==> src/rtl/sap1_prog_loader.sv <==
// +----------------------------------------------------------------------+
// | sap1_prog_loader: streams host bytes into SAP-1 RAM via the program   |
// | port, holding the CPU in reset while loading.          Rev 1.0        |
// +----------------------------------------------------------------------+
`timescale 1ns/1ps
`default_nettype none

module sap1_prog_loader #(
  parameter int ADDR_W = 4,
  parameter int DATA_W = 8,
  parameter int SETTLE = 2
) (
  input  logic              clk,
  input  logic              rst,
  input  logic              start,
  input  logic [ADDR_W:0]   length,
  input  logic [DATA_W-1:0] byte_in,
  input  logic              byte_valid,
  output logic              byte_ready,
  input  logic              abort,
  output logic              pr_mode,
  output logic [ADDR_W-1:0] pr_address,
  output logic [DATA_W-1:0] pr_data,
  output logic              pr_write,
  output logic              cpu_hold,
  output logic              busy,
  output logic              done,
  output logic              error
);

  typedef enum logic [2:0] {
    S_IDLE   = 3'd0,
    S_WAIT   = 3'd1,
    S_SETUP  = 3'd2,
    S_STROBE = 3'd3,
    S_HOLD   = 3'd4,
    S_REL1   = 3'd5,
    S_REL2   = 3'd6
  } state_t;

  localparam logic [ADDR_W:0] MAX_LEN     = (ADDR_W+1)'(2**ADDR_W);
  localparam logic [ADDR_W:0] CNT_ONE     = (ADDR_W+1)'(1);
  localparam logic [3:0]      SETTLE_LAST = 4'(SETTLE-1);

  state_t          state, state_nxt;
  logic [ADDR_W:0] len_q;
  logic [ADDR_W:0] cnt;
  logic [3:0]      settle_cnt;
  logic            bad_done;
  logic            len_ok;
  logic            start_ok;
  logic            start_bad;
  logic            accept;
  logic            last_word;

  always_ff @(posedge clk or negedge rst) begin
    if (!rst) state <= S_IDLE;
    else      state <= state_nxt;
  end

  always_comb begin
    state_nxt = state;
    start_ok  = 1'b0;
    start_bad = 1'b0;
    accept    = 1'b0;
    len_ok    = (length != '0) && (length <= MAX_LEN);
    last_word = ((cnt + CNT_ONE) == len_q);
    case (state)
      S_IDLE: begin
        if (start) begin
          if (len_ok) begin
            start_ok  = 1'b1;
            state_nxt = S_WAIT;
          end else begin
            start_bad = 1'b1;
          end
        end
      end
      S_WAIT: begin
        if (abort) begin
          state_nxt = S_REL1;
        end else if (byte_valid) begin
          accept    = 1'b1;
          state_nxt = S_SETUP;
        end
      end
      S_SETUP: begin
        if (abort)                           state_nxt = S_REL1;
        else if (settle_cnt == SETTLE_LAST)  state_nxt = S_STROBE;
      end
      // The strobe cycle itself is the whole write, so an abort here never cuts a write short.
      S_STROBE: state_nxt = abort ? S_REL1 : S_HOLD;
      S_HOLD:   state_nxt = (abort || last_word) ? S_REL1 : S_WAIT;
      S_REL1:   state_nxt = S_REL2;
      S_REL2:   state_nxt = S_IDLE;
      default:  state_nxt = S_IDLE;
    endcase
  end

  assign pr_mode    = (state == S_WAIT) || (state == S_SETUP) ||
                      (state == S_STROBE) || (state == S_HOLD);
  assign cpu_hold   = pr_mode || (state == S_REL1);
  assign byte_ready = (state == S_WAIT);
  assign pr_write   = (state == S_STROBE);
  assign busy       = (state != S_IDLE);
  assign done       = (state == S_REL2) || bad_done;

  always_ff @(posedge clk or negedge rst) begin
    if (!rst) begin
      len_q      <= '0;
      cnt        <= '0;
      settle_cnt <= '0;
      pr_address <= '0;
      pr_data    <= '0;
      error      <= 1'b0;
      bad_done   <= 1'b0;
    end else begin
      bad_done <= start_bad;
      if (start_ok) begin
        len_q <= length;
        cnt   <= '0;
        error <= 1'b0;
      end
      if (start_bad || (abort && pr_mode)) error <= 1'b1;
      if (accept) begin
        pr_data    <= byte_in;
        pr_address <= cnt[ADDR_W-1:0];
        settle_cnt <= '0;
      end else if (state == S_SETUP) begin
        settle_cnt <= settle_cnt + 4'd1;
      end
      if (state == S_HOLD) cnt <= cnt + CNT_ONE;
      // Address/data return to zero together with the done pulse.
      if (state == S_REL1) begin
        pr_address <= '0;
        pr_data    <= '0;
      end
    end
  end

endmodule

`default_nettype wire
==> config.mk <==
export PLATFORM = sky130hd
export DESIGN_NAME = sap1_prog_loader
export DESIGN_NICKNAME = d
export VERILOG_FILES = /design/src/rtl/sap1_prog_loader.sv
export SDC_FILE = /design/constraint.sdc
export NUM_CORES = 1
export LEC_CHECK = 0
export CORE_MARGIN = 2
export CORE_UTILIZATION = 50
export CTS_BUF_LIST = sky130_fd_sc_hd__clkbuf_8
export CTS_CLUSTER_DIAMETER = 40
export DETAILED_ROUTE_END_ITERATION = 7
export PLACE_DENSITY = 0.83
export SLEW_MARGIN = 20
export SYNTH_ARGS = -nofsm -noshare
export SYNTH_HDL_FRONTEND = slang
export SYNTH_SLANG_ARGS = --single-unit
==> constraint.sdc <==
create_clock -name clk -period 4 [get_ports clk]
set_input_delay 0.6 -clock clk [delete_from_list [all_inputs] [get_ports clk]]
set_output_delay 0.6 -clock clk [all_outputs]
set_load 0.1 [all_outputs]
Yosys cells after proc, flatten, opt, wreduce, memory -nomap -nowiden
Cells that the tools add are included.
{"block": "totals", "word_cells": 68, "inputBits": 18, "latchBits": 0, "output_inout_bits": 19, "n_memories": 0, "regBits": 31, "ram_bits": 0, "mem_bits_ro": 0}
{"block": "op_classes", "div_mod_pow": 0, "mul": 0, "n_bitwise": 0, "n_eq_ne": 12, "n_addsub": 2, "reduce_logical": 17, "order_cmp": 1, "shifts": 0, "mux": 28}
{"cell": "3-bit 2-to-1 mux", "count": 7}
{"cell": "3-bit one-hot mux with 6 select lines", "count": 1}
{"cell": "4-bit 2-to-1 mux", "count": 4}
{"cell": "8-bit 2-to-1 mux", "count": 2}
{"cell": "1-bit 2-to-1 mux", "count": 12}
{"cell": "5-bit 2-to-1 mux", "count": 2}
{"cell": "3-bit == test, second input constant", "count": 3}
{"cell": "2-bit nonzero test", "count": 4}
{"cell": "1-bit logical OR", "count": 7}
{"cell": "3-bit by 2-bit == test with 1-bit output, second input constant", "count": 2}
{"cell": "5-bit by 1-bit adder with 5-bit output, second input constant", "count": 1}
{"cell": "5-bit == test", "count": 1}
{"cell": "5-bit <= comparator, second input constant", "count": 1}
{"cell": "5-bit nonzero test", "count": 1}
{"cell": "4-bit by 1-bit adder with 4-bit output, second input constant", "count": 1}
{"cell": "4-bit by 1-bit == test with 1-bit output, second input constant", "count": 1}
{"cell": "2-bit != test, second input constant", "count": 2}
{"cell": "4-bit AND reduction", "count": 1}
{"cell": "3-bit by 1-bit == test with 1-bit output, second input constant", "count": 1}
{"cell": "3-bit zero test", "count": 1}
{"cell": "3-bit by 2-bit != test with 1-bit output, second input constant", "count": 1}
{"cell": "3-bit != test, second input constant", "count": 1}
{"cell": "3-bit nonzero test", "count": 1}
{"cell": "1-bit logical AND", "count": 2}

Longest topological paths before layout
{"block": "logic_depth", "word_depth": 7, "ltp_mapped": 6, "depth_no_buf": 5}

Least setup slack after synthesis
OpenSTA, ideal clock, no wires.
{"block": "synth_timing", "path_type": "flip-flop to output port", "from": "reg state[2]", "to": "out pr_mode", "n_path_buf": 1, "arrival_time_ns": 2.152, "path_slack_ns": 1.248, "stages_incl_launch_ff": 3, "required_ns": 3.400, "cell_sequence": "dfrtp_1 -> buf_2 -> xnor2_1"}
{"block": "synth_via", "elab_chain_cells": 4, "elab_cells_between_ends": 7, "cone_classes": "4 x eq/ne; 3 x reduce/logical"}
{"item": "from (decl)", "line": "45", "rtl": "state_t state, state_nxt;"}
{"item": "from (signal assigned)", "line": "58", "rtl": "else state <= state_nxt;"}
{"item": "3-bit by 1-bit == test with 1-bit output or 3-bit by 2-bit == test with 1-bit output (tied branches)", "line": "100", "rtl": "assign pr_mode = (state == S_WAIT) || (state == S_SETUP) ||"}
{"item": "1-bit logical OR (2 in series)", "line": "100"}
{"item": "1-bit logical OR (*)", "line": "101", "rtl": "(state == S_STROBE) || (state == S_HOLD);"}
{"item": "to (decl)", "line": "21", "rtl": "output logic pr_mode,"}
Mark *: on every way between the ends. The rest lies on a longest branch, timed or not.

Worst setup path after layout
{"block": "layout_timing", "from": "reg state[0]", "to": "out cpu_hold"}
{"block": "layout_via", "elab_chain_cells": 5, "elab_cells_between_ends": 9, "cone_classes": "5 x eq/ne; 4 x reduce/logical"}
{"item": "3-bit by 1-bit == test with 1-bit output or 3-bit by 2-bit == test with 1-bit output (tied branches)", "line": "100"}
{"item": "1-bit logical OR (2 in series)", "line": "100"}
{"item": "1-bit logical OR", "line": "101"}
{"item": "1-bit logical OR (*)", "line": "102", "rtl": "assign cpu_hold = pr_mode || (state == S_REL1);"}
{"item": "to (decl)", "line": "25", "rtl": "output logic cpu_hold,"}
Marked as above.

==> metrics.csv <==
metric,value,unit
status,"finished, final reports clean",
route.detailed.drc,0,
syn-instance-count,159,
synth-async-reset-ratio,100,%
area_growth_syn_to_layout,32.0,%
end_kind,primary output,
critical_path_arrival,2.42,ns
num-fill-cells,227,
routed-via-count,1285,
yosys_warnings,0,
initial_antenna_violation_count,0,
setup_viol,0,
synthesis_stage_register_bit_count,31,
antennaDiodeCount,0,
core_area,0.00303,mm2
cts_hold_repair.buffers,0,
synth.top_cells.by_area,"dfrtp_1, nand2_1, a21oi_1, xnor2_1, mux2_1",
drt-pass1-iter-count,4,
tns,0,ns
grt_usage,21.9,%
fp-row-count,20,
setup.worst_path.class,reg2out,
primary_flip_flop_cell_chosen_by_synthesis_mapping,dfrtp_1,
cts.sink_count,31,
timing.slew.headroom,33.5,%
cts_tree,built,
grt_pass1_vias,1237,
rsz_0062_raised_after_global_routing,false,
wl,3480,um
yosysUniqueCellTypes,37,
numCtsBuffers,5,
route.detailed.vias_per_inst,5.33,
syn_nets,180,
chipHeight,60.2,um
h-tree-depth,2,
place_hpwl,2460,um
drt.antenna.violating_nets,0,
1st_iter_drt_viols,59,
gp_congestion,0.828,
timing.final.crit_period,3.02,ns
post_synthesis_sequential_area_ratio,49.2,%
yosys.area.top_type_share,49.2,%
clkLatencyLatePin,0.28,ns
synth-edff-count,0,
worst_setup_path_start_kind,flip-flop,
share_of_the_cycle_needed_by_the_critical_path_after_routing,75.6,%
syn_area_per_cell,9.92,um2
max-clock-path-buffers,2,
fraction_of_layout_cells_with_a_size_suffix_above_1,9.14,%
critPathRequiredTime,3.40,ns
clock_tree.root_cell,clkbuf_8,
highest_clock_frequency_the_design_can_meet,331,MHz
syn-cell-area,0.00158,mm2
grt_pass1_wl,5610,um
cts-resized-gates,0,
wl_per_cell,14.5,um
hold_path_class,reg2reg,
post_cts.repair.setup_buffers,0,
die_w,60.2,um
timing_max_transition_violations_final,0,
critPathMaxFanout,14,
drv.max_cap_violation_count,0,
final.setup_skew,0.00832,ns
final-hold-violation-count,0,
layout.area.seq,776,um2
tightestPinTransition,0.994,ns
cts.clk_slew.worst_paths,0.07,ns
dieArea,0.00362,mm2
synth_area_leader_cell,dfrtp_1,
initial_cell_density_of_the_core,52.1,%
globalRouteOverflowTotal,0,
multi_input_comb_area,751,um2
io-pin-count,37,
io_buffers,36,
grt_max_degree,32,
num-nets-final,217,
==> worst max-delay path, stage by stage (launching register included) <==
cell             delay, ns
dfrtp_1               0.66
nor3_2                0.14
a21oi_1               0.18
clkdlybuf4s50_1       1.16
==> placed cells by master (no fill, tap or decap), types with 3 or more instances in the layout <==
master,count
clkdlybuf4s50_1,36
dfrtp_1,31
nand2_1,28
a21oi_1,18
nor2_1,13
xnor2_1,9
clkbuf_8,6
nand3_1,5
mux2_1,5
inv_1,4
xor2_1,4
o21ai_0,3
ha_1,3
==> worst paths after layout <==
check / from / to / slack, ns / depth (start not counted)
max: state[0]$_DFFE_PN0P_ / cpu_hold / 0.98 / 3
min: error$_DFFE_PN0P_ / error$_DFFE_PN0P_ / 0.51 / 1
max reg2reg: state[2]$_DFFE_PN0P_ / cnt[0]$_DFFE_PN0P_ / 2.21 / 4
min reg2reg: error$_DFFE_PN0P_ / error$_DFFE_PN0P_ / 0.51 / 1
max in group asynchronous: rst / len_q[4]$_DFFE_PN0P_ / 3.00 / 2
min in group asynchronous: rst / pr_address[0]$_DFFE_PN0P_ / 0.71 / 2
==> per-stage QoR <==
step           cell area, um2  hold WS, ns  setup WS (ns)  util [%]  cells
2_1_floorplan            1580        0.304           1.25         -    159
3_3_place_gp             1960        0.481           1.36      64.9    233
3_5_place_dp             1960        0.498           1.32      64.9    233
4_1_cts                  2080        0.514          0.985      68.8    241
5_1_grt                  2080        0.545          0.897      68.8    241
6_report                 2080        0.506          0.976      68.8    241
==> final cells by class <==
cell class | instances | area share [%]
clock buffers | 6 | 3.97
inverters | 4 | 0.721
clock inverters | 2 | 1.68
well taps | 44 | 2.64
multi-input cells | 117 | 36.1
flip-flops and latches | 31 | 37.3
repair buffers | 37 | 17.7
==> cell families after synthesis <==
| group | Yosys count | share of synthesized area (%) |
|---|---|---|
| AOI/OAI and AO/OA | 29 | 10.7 |
| DFF | 31 | 49.2 |
| xor gates and xnor gates | 13 | 7.22 |
| and+or+nand+nor | 65 | 22.0 |
| adders and majority gates | 3 | 2.38 |
| muxes | 7 | 5.23 |
| buffers and inverters | 11 | 3.25 |
==> Yosys cell counts, types with 2 or more instances <==
cell type and n:
a22o_1 2, nor3_2 2, xor2_1 4, o2bb2ai_1 2, a21oi_1 18, xnor2_1 9
nand3_1 5, nand4_1 2, buf_2 4, nor2_1 13, inv_1 4, nor3_1 2
mux2_1 5, ha_1 3, and3_1 2, nand2_1 28, dfrtp_1 31, nor4_1 2
o21ai_0 3
==> flip-flops by register name, indices dropped and copies added, names as in the netlist <==
register	flops
pr_data	8
cnt	5
len_q	5
pr_address	4
settle_cnt	4
state	3
bad_done	1
error	1
==> layer usage <==
layer	global-route usage, %	wire (um)
met5	0	0
met1	26.5	1560
met3	7.79	228
met4	9.52	52
met2	34.9	1640
Power is not shown: default switching activity piles up to over one toggle a cycle in this logic, so the estimate is an artifact.
==> RTL edit (same settings) <==
Encoding of `state_t`: now Gray code (3 bits for 7 states).
--- a/src/rtl/sap1_prog_loader.sv
+++ b/src/rtl/sap1_prog_loader.sv
@@ -31,9 +31,9 @@
   typedef enum logic [2:0] {
-    S_IDLE   = 3'd0,
-    S_WAIT   = 3'd1,
-    S_SETUP  = 3'd2,
-    S_STROBE = 3'd3,
-    S_HOLD   = 3'd4,
-    S_REL1   = 3'd5,
-    S_REL2   = 3'd6
+    S_IDLE   = 3'b000,
+    S_WAIT   = 3'b001,
+    S_SETUP  = 3'b011,
+    S_STROBE = 3'b010,
+    S_HOLD   = 3'b110,
+    S_REL1   = 3'b111,
+    S_REL2   = 3'b101
   } state_t;
Formal check against the unedited RTL: no difference found for any inputs over 10 cycles, from zero or initial values and one cycle with rst low; not proved beyond that.
==> RTL edit against the unedited design <==
Worst setup slack lost 0.056 ns; maximum frequency shrank 1.8%; synthesized area grew 3.9%; critical path depth is the same; final area grew 1.4%; sequential cell count is the same; wire length shrank 7.4%; critical path type unchanged; critical endpoint unchanged.
Power is not shown: default switching activity piles up to over one toggle a cycle in this logic, so the estimate is an artifact.
==> RTL edit: results (changes against the unedited design) <==
Synthesis
  • Post-synth ARST share: 100.0% (unchanged)
  • Sequential share of the synthesized area: 47.33% (-1.8 points)
  • Commonest cells in the synthesized netlist: sky130_fd_sc_hd__dfrtp_1 (31), sky130_fd_sc_hd__nor2_1 (16), sky130_fd_sc_hd__mux2i_1 (13)
  • Xor-xnor portion of the synthesized cell area: 7.786% (+0.57 points)
  • Mux cell area share after synthesis: 12.52% (+7.3 points)
  • Unique cell type count in the Yosys netlist: 41 (+11%)
  • Share of synthesized cell area in full adder, half adder and majority cells: 2.290% (-0.089 points)
  • Synthesized-area fraction occupied by ao, oa, aoi and oai cells: 9.084% (-1.6 points)
  • Synthesized net count: 163 (-9.4%)
  • Largest cells by area after synthesis: sky130_fd_sc_hd__dfrtp_1 (47%), sky130_fd_sc_hd__mux2i_1 (7.9%), sky130_fd_sc_hd__mux2_4 (4.6%), sky130_fd_sc_hd__xnor2_1 (3.7%), sky130_fd_sc_hd__nor2_1 (3.7%)

Cells and area
  • Ratio of cells with drive above 1 in the final layout: 10.56% (+1.4 points)
  • Area of the multi-input gates: 815.8 µm² (+8.7%)
  • Sequential cells: 31 (unchanged)
  • # fillers: 241 (+6.2%)
  • Comb_multi_in: 100 (-15%)
  • Signal buf overhead: 17.43% (-0.24 points)
  • Clock distribution area overhead in the final layout: 3.853% (-1.8 points)
  • Number of nets in the layout: 200 (-7.8%)

Critical path
  • Biggest cell delay along the critical path: 1.12 ns (-0.04 ns)
  • Internal reg-to-reg setup slack: 2.37 ns (+0.16 ns)
  • Biggest fanout along the worst timing path: 13 (-1)
  • Data arrival at the endpoint of the critical path: 2.48 ns (+0.06 ns)

Clock network
  • Clock tree root buffer cell: sky130_fd_sc_hd__clkbuf_8
  • Max clock buf depth: 2 (unchanged)
  • Post-CTS Setup Repair Bufs: 0 (unchanged)

STA
  • Clk_skew: 0.005399 ns (-0.002918 ns)
  • Headroom to the max-slew limit: 33.69% (+0.19 points)
  • Setup ws final: 0.9197 ns (-0.05634 ns)

Placement
  • Hpwl dp: 2425 µm (-1.5%)
  • Worst setup slack before clock tree synthesis: 1.234 ns (-0.08482 ns)
  • Placer congestion estimate: 0.8437 (+1.9%)

GRT
  • Global-route wire length before repair: 5430 µm (-3.2%)
  • Vias in the first global route: 1189 (-3.9%)
  • Number of antenna violations at the first check in global routing: 0 (unchanged)
  • Total global-route track usage: 20.37% (-1.5 points)

Routing
  • Via density: 5.335 (about the same)
  • Iteration count of the initial detailed-routing pass: 4 (unchanged)
  • Drt first-iter violations: 74 (+25%)
  • Routed wire length: 3226 µm (-7.4%)

Outcome
  • Run status: finished, final reports clean
## RTL edit: final timing paths
kind                                             start                     end  depth (start not counted)
worst max-delay path              state[0]$_DFFE_PN0P_                cpu_hold                          3
min in group asynchronous                          rst    state[0]$_DFFE_PN0P_                          2
max in group asynchronous                          rst  pr_data[4]$_DFFE_PN0P_                          2
worst max register to register    state[1]$_DFFE_PN0P_  pr_data[5]$_DFFE_PN0P_                          4
worst min-delay path            pr_data[0]$_DFFE_PN0P_  pr_data[0]$_DFFE_PN0P_                          2
worst min register to register  pr_data[0]$_DFFE_PN0P_  pr_data[0]$_DFFE_PN0P_                          2
## RTL edit: cell families (layout without fill, tap and decap cells)
logic type                 after synthesis  after routing
and+or+nand+nor                         45             45
DFF                                     31             31
AOI/OAI and AO/OA                       22             22
muxes                                   18             18
xor gates and xnor gates                12             12
buffers and inverters                   11             49
adders and majority gates                3              3
## RTL edit: worst register-to-register path, cell delays in order, from the launching register on
cell	delay (ns)
sky130_fd_sc_hd__dfrtp_1	0.54
sky130_fd_sc_hd__nor2_1	0.28
sky130_fd_sc_hd__nand4_4	0.34
sky130_fd_sc_hd__mux2i_1	0.28
sky130_fd_sc_hd__nor2_1	0.06
## RTL edit: routing by layer
metal  part of all wire [%]  track usage [%]  vias up
met5                      0                0        -
met4                    2.8            13.35        0
met3                    3.6            4.622       10
met2                     53            32.98       24
met1                     41            24.29      590
li1                       -                -      571
## RTL edit: stage by stage
step	util (%)	instance area (µm²)	instances	hold WS, ns
final	68.58	2111	224	0.5264
after global routing	68.58	2111	224	0.5557
after CTS	68.58	2111	224	0.5407
after detailed placement	65.94	2029	216	0.5219
after global placement	65.94	2029	216	0.5089
after floorplan	-	1639	142	0.3044
